<file path="config.mk">
export PLATFORM = sky130hd
export DESIGN_NAME = alu_datapath_ctrl
export DESIGN_NICKNAME = d
export VERILOG_FILES = /design/src/rtl/alu_ctrl_pkg.sv /design/src/rtl/alu_ctrl_decode.sv /design/src/rtl/alu_datapath_ctrl.sv
export SDC_FILE = /design/constraint.sdc
export NUM_CORES = 1
export LEC_CHECK = 0
export CORE_MARGIN = 5
export CORE_UTILIZATION = 48
export CTS_CLUSTER_SIZE = 16
export DETAILED_ROUTE_END_ITERATION = 12
export GPL_ROUTABILITY_DRIVEN = 0
export PLACE_DENSITY = 0.82
export SYNTH_ARGS = -nofsm -noshare
export SYNTH_HDL_FRONTEND = slang
export SYNTH_SLANG_ARGS = --single-unit
</file>
<file path="constraint.sdc">
create_clock -name clk -period 1.9 [get_ports clk]
set_clock_uncertainty 0.15 [all_clocks]
set_input_delay 0.285 -clock clk [delete_from_list [all_inputs] [get_ports clk]]
set_output_delay 0.285 -clock clk [all_outputs]
set_load 0.05 [all_outputs]
</file>
<file path="src/rtl/alu_ctrl_pkg.sv">
// alu_ctrl_pkg: shared types and constants for the ALU datapath controller
// Contents:
//   state_t  - controller FSM states (IDLE, DECODE, EXEC, WB)
//   OP_*     - opcodes with special decode handling
//   *_HI/_LO - instruction field positions
//   dec_t    - decoded instruction {sel_a, sel_b, dest, op, imm, is_imm, wb}
package alu_ctrl_pkg;
  typedef enum logic [1:0] {IDLE, DECODE, EXEC, WB} state_t;
  localparam logic [3:0] OP_NOP  = 4'h0;
  localparam logic [3:0] OP_CMP  = 4'hB;
  localparam logic [3:0] OP_MOVI = 4'hD;
  localparam int OP_HI = 15;
  localparam int OP_LO = 12;
  localparam int RD_HI = 11;
  localparam int RD_LO = 8;
  localparam int RA_HI = 7;
  localparam int RA_LO = 4;
  localparam int RB_HI = 3;
  localparam int RB_LO = 0;
  localparam int SEL_W = 4;
  localparam int OPF_W = 4;
  localparam int DATA_W = 16;
  typedef struct packed {
    logic [SEL_W-1:0]  sel_a;
    logic [SEL_W-1:0]  sel_b;
    logic [SEL_W-1:0]  dest;
    logic [OPF_W-1:0]  op;
    logic [DATA_W-1:0] imm;
    logic              is_imm;
    logic              wb;
  } dec_t;
endpackage

</file>
<file path="src/rtl/alu_ctrl_decode.sv">
// alu_ctrl_decode: combinational instruction decoder for the ALU controller
// Ports:
//   instr - 16-bit instruction word {op, rdest, rsrc_a, rsrc_b} / imm in low byte
//   dec   - decoded fields; imm is sign-extended only for MOVI, zero otherwise
module alu_ctrl_decode
  import alu_ctrl_pkg::*;
#(
  parameter int IMM_W = 8
) (
  input  logic [15:0] instr,
  output dec_t        dec
);
  logic [OPF_W-1:0] op;
  logic             movi;
  assign op   = instr[OP_HI:OP_LO];
  assign movi = op == OP_MOVI;
  always_comb begin
    dec.sel_a  = instr[RA_HI:RA_LO];
    dec.sel_b  = movi ? '0 : instr[RB_HI:RB_LO];
    dec.dest   = instr[RD_HI:RD_LO];
    dec.op     = op;
    dec.imm    = movi ? DATA_W'(signed'(instr[IMM_W-1:0])) : '0;
    dec.is_imm = movi;
    dec.wb     = op != OP_NOP && op != OP_CMP;
  end
endmodule

</file>
<file path="src/rtl/alu_datapath_ctrl.sv">
// alu_datapath_ctrl: 4-cycle control FSM driving the register-bank/mux/ALU datapath
// Ports:
//   clk, reset          - clock; asynchronous active-low reset
//   instr, instr_valid  - instruction handshake input, accepted when instr_ready
//   instr_ready         - high only in IDLE
//   mux_sel_a/b         - operand mux selects (valid in EXEC and WB)
//   imm_sel, imm_out    - immediate operand select and sign-extended immediate
//   alu_opcode          - opcode presented to the ALU
//   reg_enable          - one-hot bank write enable, asserted only in WB
//   done                - one-cycle retire pulse in WB
//   retired_cnt, wb_cnt - retire / register-write counters (ALU_CTRL_PERF_CNT_EN only)
// Build option: define ALU_CTRL_PERF_CNT_EN to add the performance counters.
module alu_datapath_ctrl
  import alu_ctrl_pkg::*;
#(
  parameter  int NUM_REGS = 16,
  parameter  int OP_W     = 4,
  parameter  int IMM_W    = 8,
  localparam int SW       = $clog2(NUM_REGS)
) (
  input  logic                clk,
  input  logic                reset,
  input  logic [15:0]         instr,
  input  logic                instr_valid,
  output logic                instr_ready,
  output logic [SW-1:0]       mux_sel_a,
  output logic [SW-1:0]       mux_sel_b,
  output logic                imm_sel,
  output logic [15:0]         imm_out,
  output logic [OP_W-1:0]     alu_opcode,
  output logic [NUM_REGS-1:0] reg_enable,
  output logic                done
`ifdef ALU_CTRL_PERF_CNT_EN
  ,
  output logic [15:0]         retired_cnt,
  output logic [15:0]         wb_cnt
`endif
);
  state_t        state;
  logic [15:0]   ir;
  dec_t          dec;
  logic [SW-1:0] dest_q;
  logic          wb_q;
  alu_ctrl_decode #(.IMM_W(IMM_W)) u_dec (
    .instr(ir),
    .dec  (dec)
  );
  // Datapath outputs are loaded straight from the decoder at the DECODE exit
  // edge so they are visible throughout EXEC and held through WB.
  always_ff @(posedge clk or negedge reset)
    if (!reset) begin
      state       <= IDLE;
      ir          <= '0;
      dest_q      <= '0;
      wb_q        <= 1'b0;
      instr_ready <= 1'b0;
      mux_sel_a   <= '0;
      mux_sel_b   <= '0;
      imm_sel     <= 1'b0;
      imm_out     <= '0;
      alu_opcode  <= '0;
      reg_enable  <= '0;
      done        <= 1'b0;
    end else begin
      case (state)
        IDLE: begin
          if (instr_ready && instr_valid) begin
            ir          <= instr;
            instr_ready <= 1'b0;
            state       <= DECODE;
          end else begin
            instr_ready <= 1'b1;
          end
        end
        DECODE: begin
          dest_q     <= SW'(dec.dest);
          wb_q       <= dec.wb;
          mux_sel_a  <= SW'(dec.sel_a);
          mux_sel_b  <= SW'(dec.sel_b);
          alu_opcode <= OP_W'(dec.op);
          imm_sel    <= dec.is_imm;
          imm_out    <= dec.imm;
          state      <= EXEC;
        end
        EXEC: begin
          reg_enable <= wb_q ? NUM_REGS'(1) << dest_q : '0;
          done       <= 1'b1;
          state      <= WB;
        end
        WB: begin
          reg_enable  <= '0;
          done        <= 1'b0;
          mux_sel_a   <= '0;
          mux_sel_b   <= '0;
          alu_opcode  <= '0;
          imm_sel     <= 1'b0;
          imm_out     <= '0;
          instr_ready <= 1'b1;
          state       <= IDLE;
        end
        default: state <= IDLE;
      endcase
    end
`ifdef ALU_CTRL_PERF_CNT_EN
  always_ff @(posedge clk or negedge reset)
    if (!reset) begin
      retired_cnt <= '0;
      wb_cnt      <= '0;
    end else if (done) begin
      retired_cnt <= retired_cnt + 16'd1;
      wb_cnt      <= wb_cnt + 16'(wb_q);
    end
`endif
endmodule
</file>
==> impl_metrics.ini <==
[grt]
grt_antenna_before_repair = 0
grt_first_pass_wirelength_mm = 8.46
grt_overflow = 0
grt_pass1_vias = 1763
grt_use_total = 0.152
grt_max_degree = 63

[critical_path]
crit_path_end_kind = flop
cp_slowest_stage_delay_ns = 0.41
crit_chain = ha_1, buf_4, nand2b_1, nor2_4, a22o_1
critPathRequiredTime_ns = 2.01
cp-start-kind = flop
worst_path_max_delay_cell = dfrtp_1
critPathKind = flop to flop
timing.critical_path.fanout_max = 9
critPathArrivalTime_ns = 1.85

[synthesis]
synth_area_leader_cell = dfrtp_1
yosysUniqueCellTypes = 34
synth_area_um2 = 2570
synth_top_cells_by_area = dfrtp_1 60%, a22o_1 6.1%, mux2_4 5.8%
synth_nets = 214
yosys_warnings = 0
synth-seq-cells = 62
syn_area_per_cell_um2 = 13.5
netlist_instances = 191
synth_top_area_share = 0.603
ys_seq_area_frac = 0.603

[sta]
worstMarginPinSlew_ns = 0.586
rsz0062_at_grt = false
setup_tns_ns = 0
fmax_mhz = 574
fin_ws_ns = 0.157
layout_min_cycle_time_ns = 1.74
hold_viol_final = 0
post-route-period-util = 0.918
drv_slew = 0
holdWs_ns = 0.333
setup_viol = 0
relSlewSlack = 0.609

[routing]
avgViaCountPerCell = 5.19
drc_errors = 0
dr.pass1.iters = 4
avgRoutedWirePerCell_um = 15.2
vias = 1696
routed_wl_mm = 4.97
drt_iter0_markers = 63
ant_nets = 0

[placed_design]
pre_cts_slack_ns = 0.00437
io_buffers = 65
place_inst = 313
place_hpwl_mm = 3.52

[clock_network]
htree_levels = 3
cts_buffer_depth = 2
cts_num_sinks = 62
numCtsBuffers = 9
cts_setup_buffers = 0
clk_latency_ns = 0.32
cts_tree = yes
clkTransAtPathRegs_ns = 0.06
clock-root-buffer = clkbuf_8

[power_and_ir_drop]
internal-power_uw = 3320
powerDensity_nw_per_um2 = 1740
leakagePower_uw = 0.00162
switching_share = 0.421
pwr-share-comb = 0.452
clock_power_share = 0.169
p_seq_frac = 0.379
switchingPower_uw = 2410
vdd_drop_max_mv = 0.797

[outcome]
outcome = completed

[floorplan]
floorplan.initialDensity = 0.498
coreArea_um2 = 5170
dieWidth_um = 83.2
ios = 66
rows = 26
dieArea_um2 = 6930
die-height_um = 83.2

[flow_run]
drv_cap = 0

[layout]
drive_gt1_frac = 0.358
post-route-util = 0.637
diodes = 0
n_fill_cell = 423
stdcell_count = 327
final_cell_mix = 62 x dfrtp_1, 49 x buf_4, 18 x a22o_1, 17 x clkdlybuf4s50_1, 13 x nor2_1
area_growth_pct = 28.0
nets = 278
final_common_cell = dfrtp_1

[hold_path]
hold_class = flop to flop
[sequential cells by signal, summed over array words and instances, names as in the netlist]
| register | count |
|---|---|
| done | 1 |
| mux_sel_b | 4 |
| reg_enable | 16 |
| imm_out | 8 |
| mux_sel_a | 4 |
| instr_ready | 1 |
| wb_q | 1 |
| state | 2 |
| imm_sel | 1 |
| ir | 16 |
| dest_q | 4 |
| alu_opcode | 4 |
[synthesized netlist by cell type]
library cell	number
a21o_1	1
mux2_2	11
or3_1	1
o21ai_0	2
nand3_1	1
nand4_1	1
nor2_4	1
buf_4	9
nand2_1	11
a21oi_1	3
nor2b_1	4
and4bb_1	1
mux2_4	10
dfrtp_1	62
a32o_1	3
buf_6	1
nor3b_2	1
mux2i_1	8
o21ai_1	4
buf_2	4
nand3b_1	1
ha_1	4
nor3_2	1
nor3_1	1
inv_1	3
nand3_4	1
nand4b_1	1
o31ai_1	1
a31oi_1	1
nor2_2	1
nand2b_1	3
clkbuf_1	2
nor2_1	14
a22o_1	18
[path summary, 6_finish.rpt]
kind,start,to,slack [ns],depth (start not counted)
max,state[1],imm_out[14],0.16,5
min,reg_enable[15],reg_enable[15],0.33,2
max reg2reg,state[1],imm_out[14],0.16,5
min reg2reg,reg_enable[15],reg_enable[15],0.33,2
max in group asynchronous,reset,imm_out[1],0.99,3
min in group asynchronous,reset,reg_enable[14],0.35,3
[what timing repair did]
item	in CTS	in global routing
endpoints found under the setup margin	2	4
hold buffers	1	0
gates resized for setup	1	1
endpoints found under the hold margin	62	0
[layout make-up]
class,instances,area [µm²],area share
flip-flops and latches,62,1550,0.471
multi-input cells,110,910,0.276
repair buffers,69,573,0.174
clock buffers,11,151,0.0460
well taps,70,87.6,0.0266
inverters,3,11.3,0.00342
clock inverters,2,10.0,0.00304
[logic make-up (layout without fill, tap and decap cells)]
| kind of cell | after synthesis | in the layout | share of synthesized area |
|---|---|---|---|
| AO/OA/AOI/OAI | 33 | 33 | 0.0987 |
| flip-flops | 62 | 62 | 0.603 |
| adder cells (fa/ha/maj) | 4 | 4 | 0.0194 |
| AND/OR/NAND/NOR | 44 | 44 | 0.0958 |
| buffers and inverters | 19 | 85 | 0.0457 |
| multiplexers | 29 | 29 | 0.138 |
[metal layers]
layer / global-route usage / vias to the layer above / routed length (µm)
li1: - / 797 / -
met1: 0.198 / 838 / 2240
met2: 0.233 / 54 / 2320
met3: 0.0426 / 7 / 331
met4: 0.0713 / 0 / 70
met5: 0 / - / 0
[power groups by stage]
stage	Clock (µW)	Sequential [µW]	Combinational (µW)
3_3_place_gp	0	2180	2550
3_5_place_dp	0	2190	2610
4_1_cts	997	2180	2620
2_1_floorplan	0	2770	1340
6_report	965	2170	2590
5_1_grt	1050	2250	2790
[stage by stage]
step	cell area, µm²	total power, µW
2_1_floorplan	2570	4110
5_1_grt	3290	6080
6_report	3290	5730
3_3_place_gp	3120	4730
4_1_cts	3290	5800
3_5_place_dp	3120	4810
[critical path: cells and delay by family, from the launching register on]
kind	cells	cell delay, ns
simple gates	2	0.44
flops	1	0.41
fa+ha+maj	1	0.30
buf+inv	1	0.21
compound gates	1	0.17
Note: power is estimated with default switching activity, not from simulation.
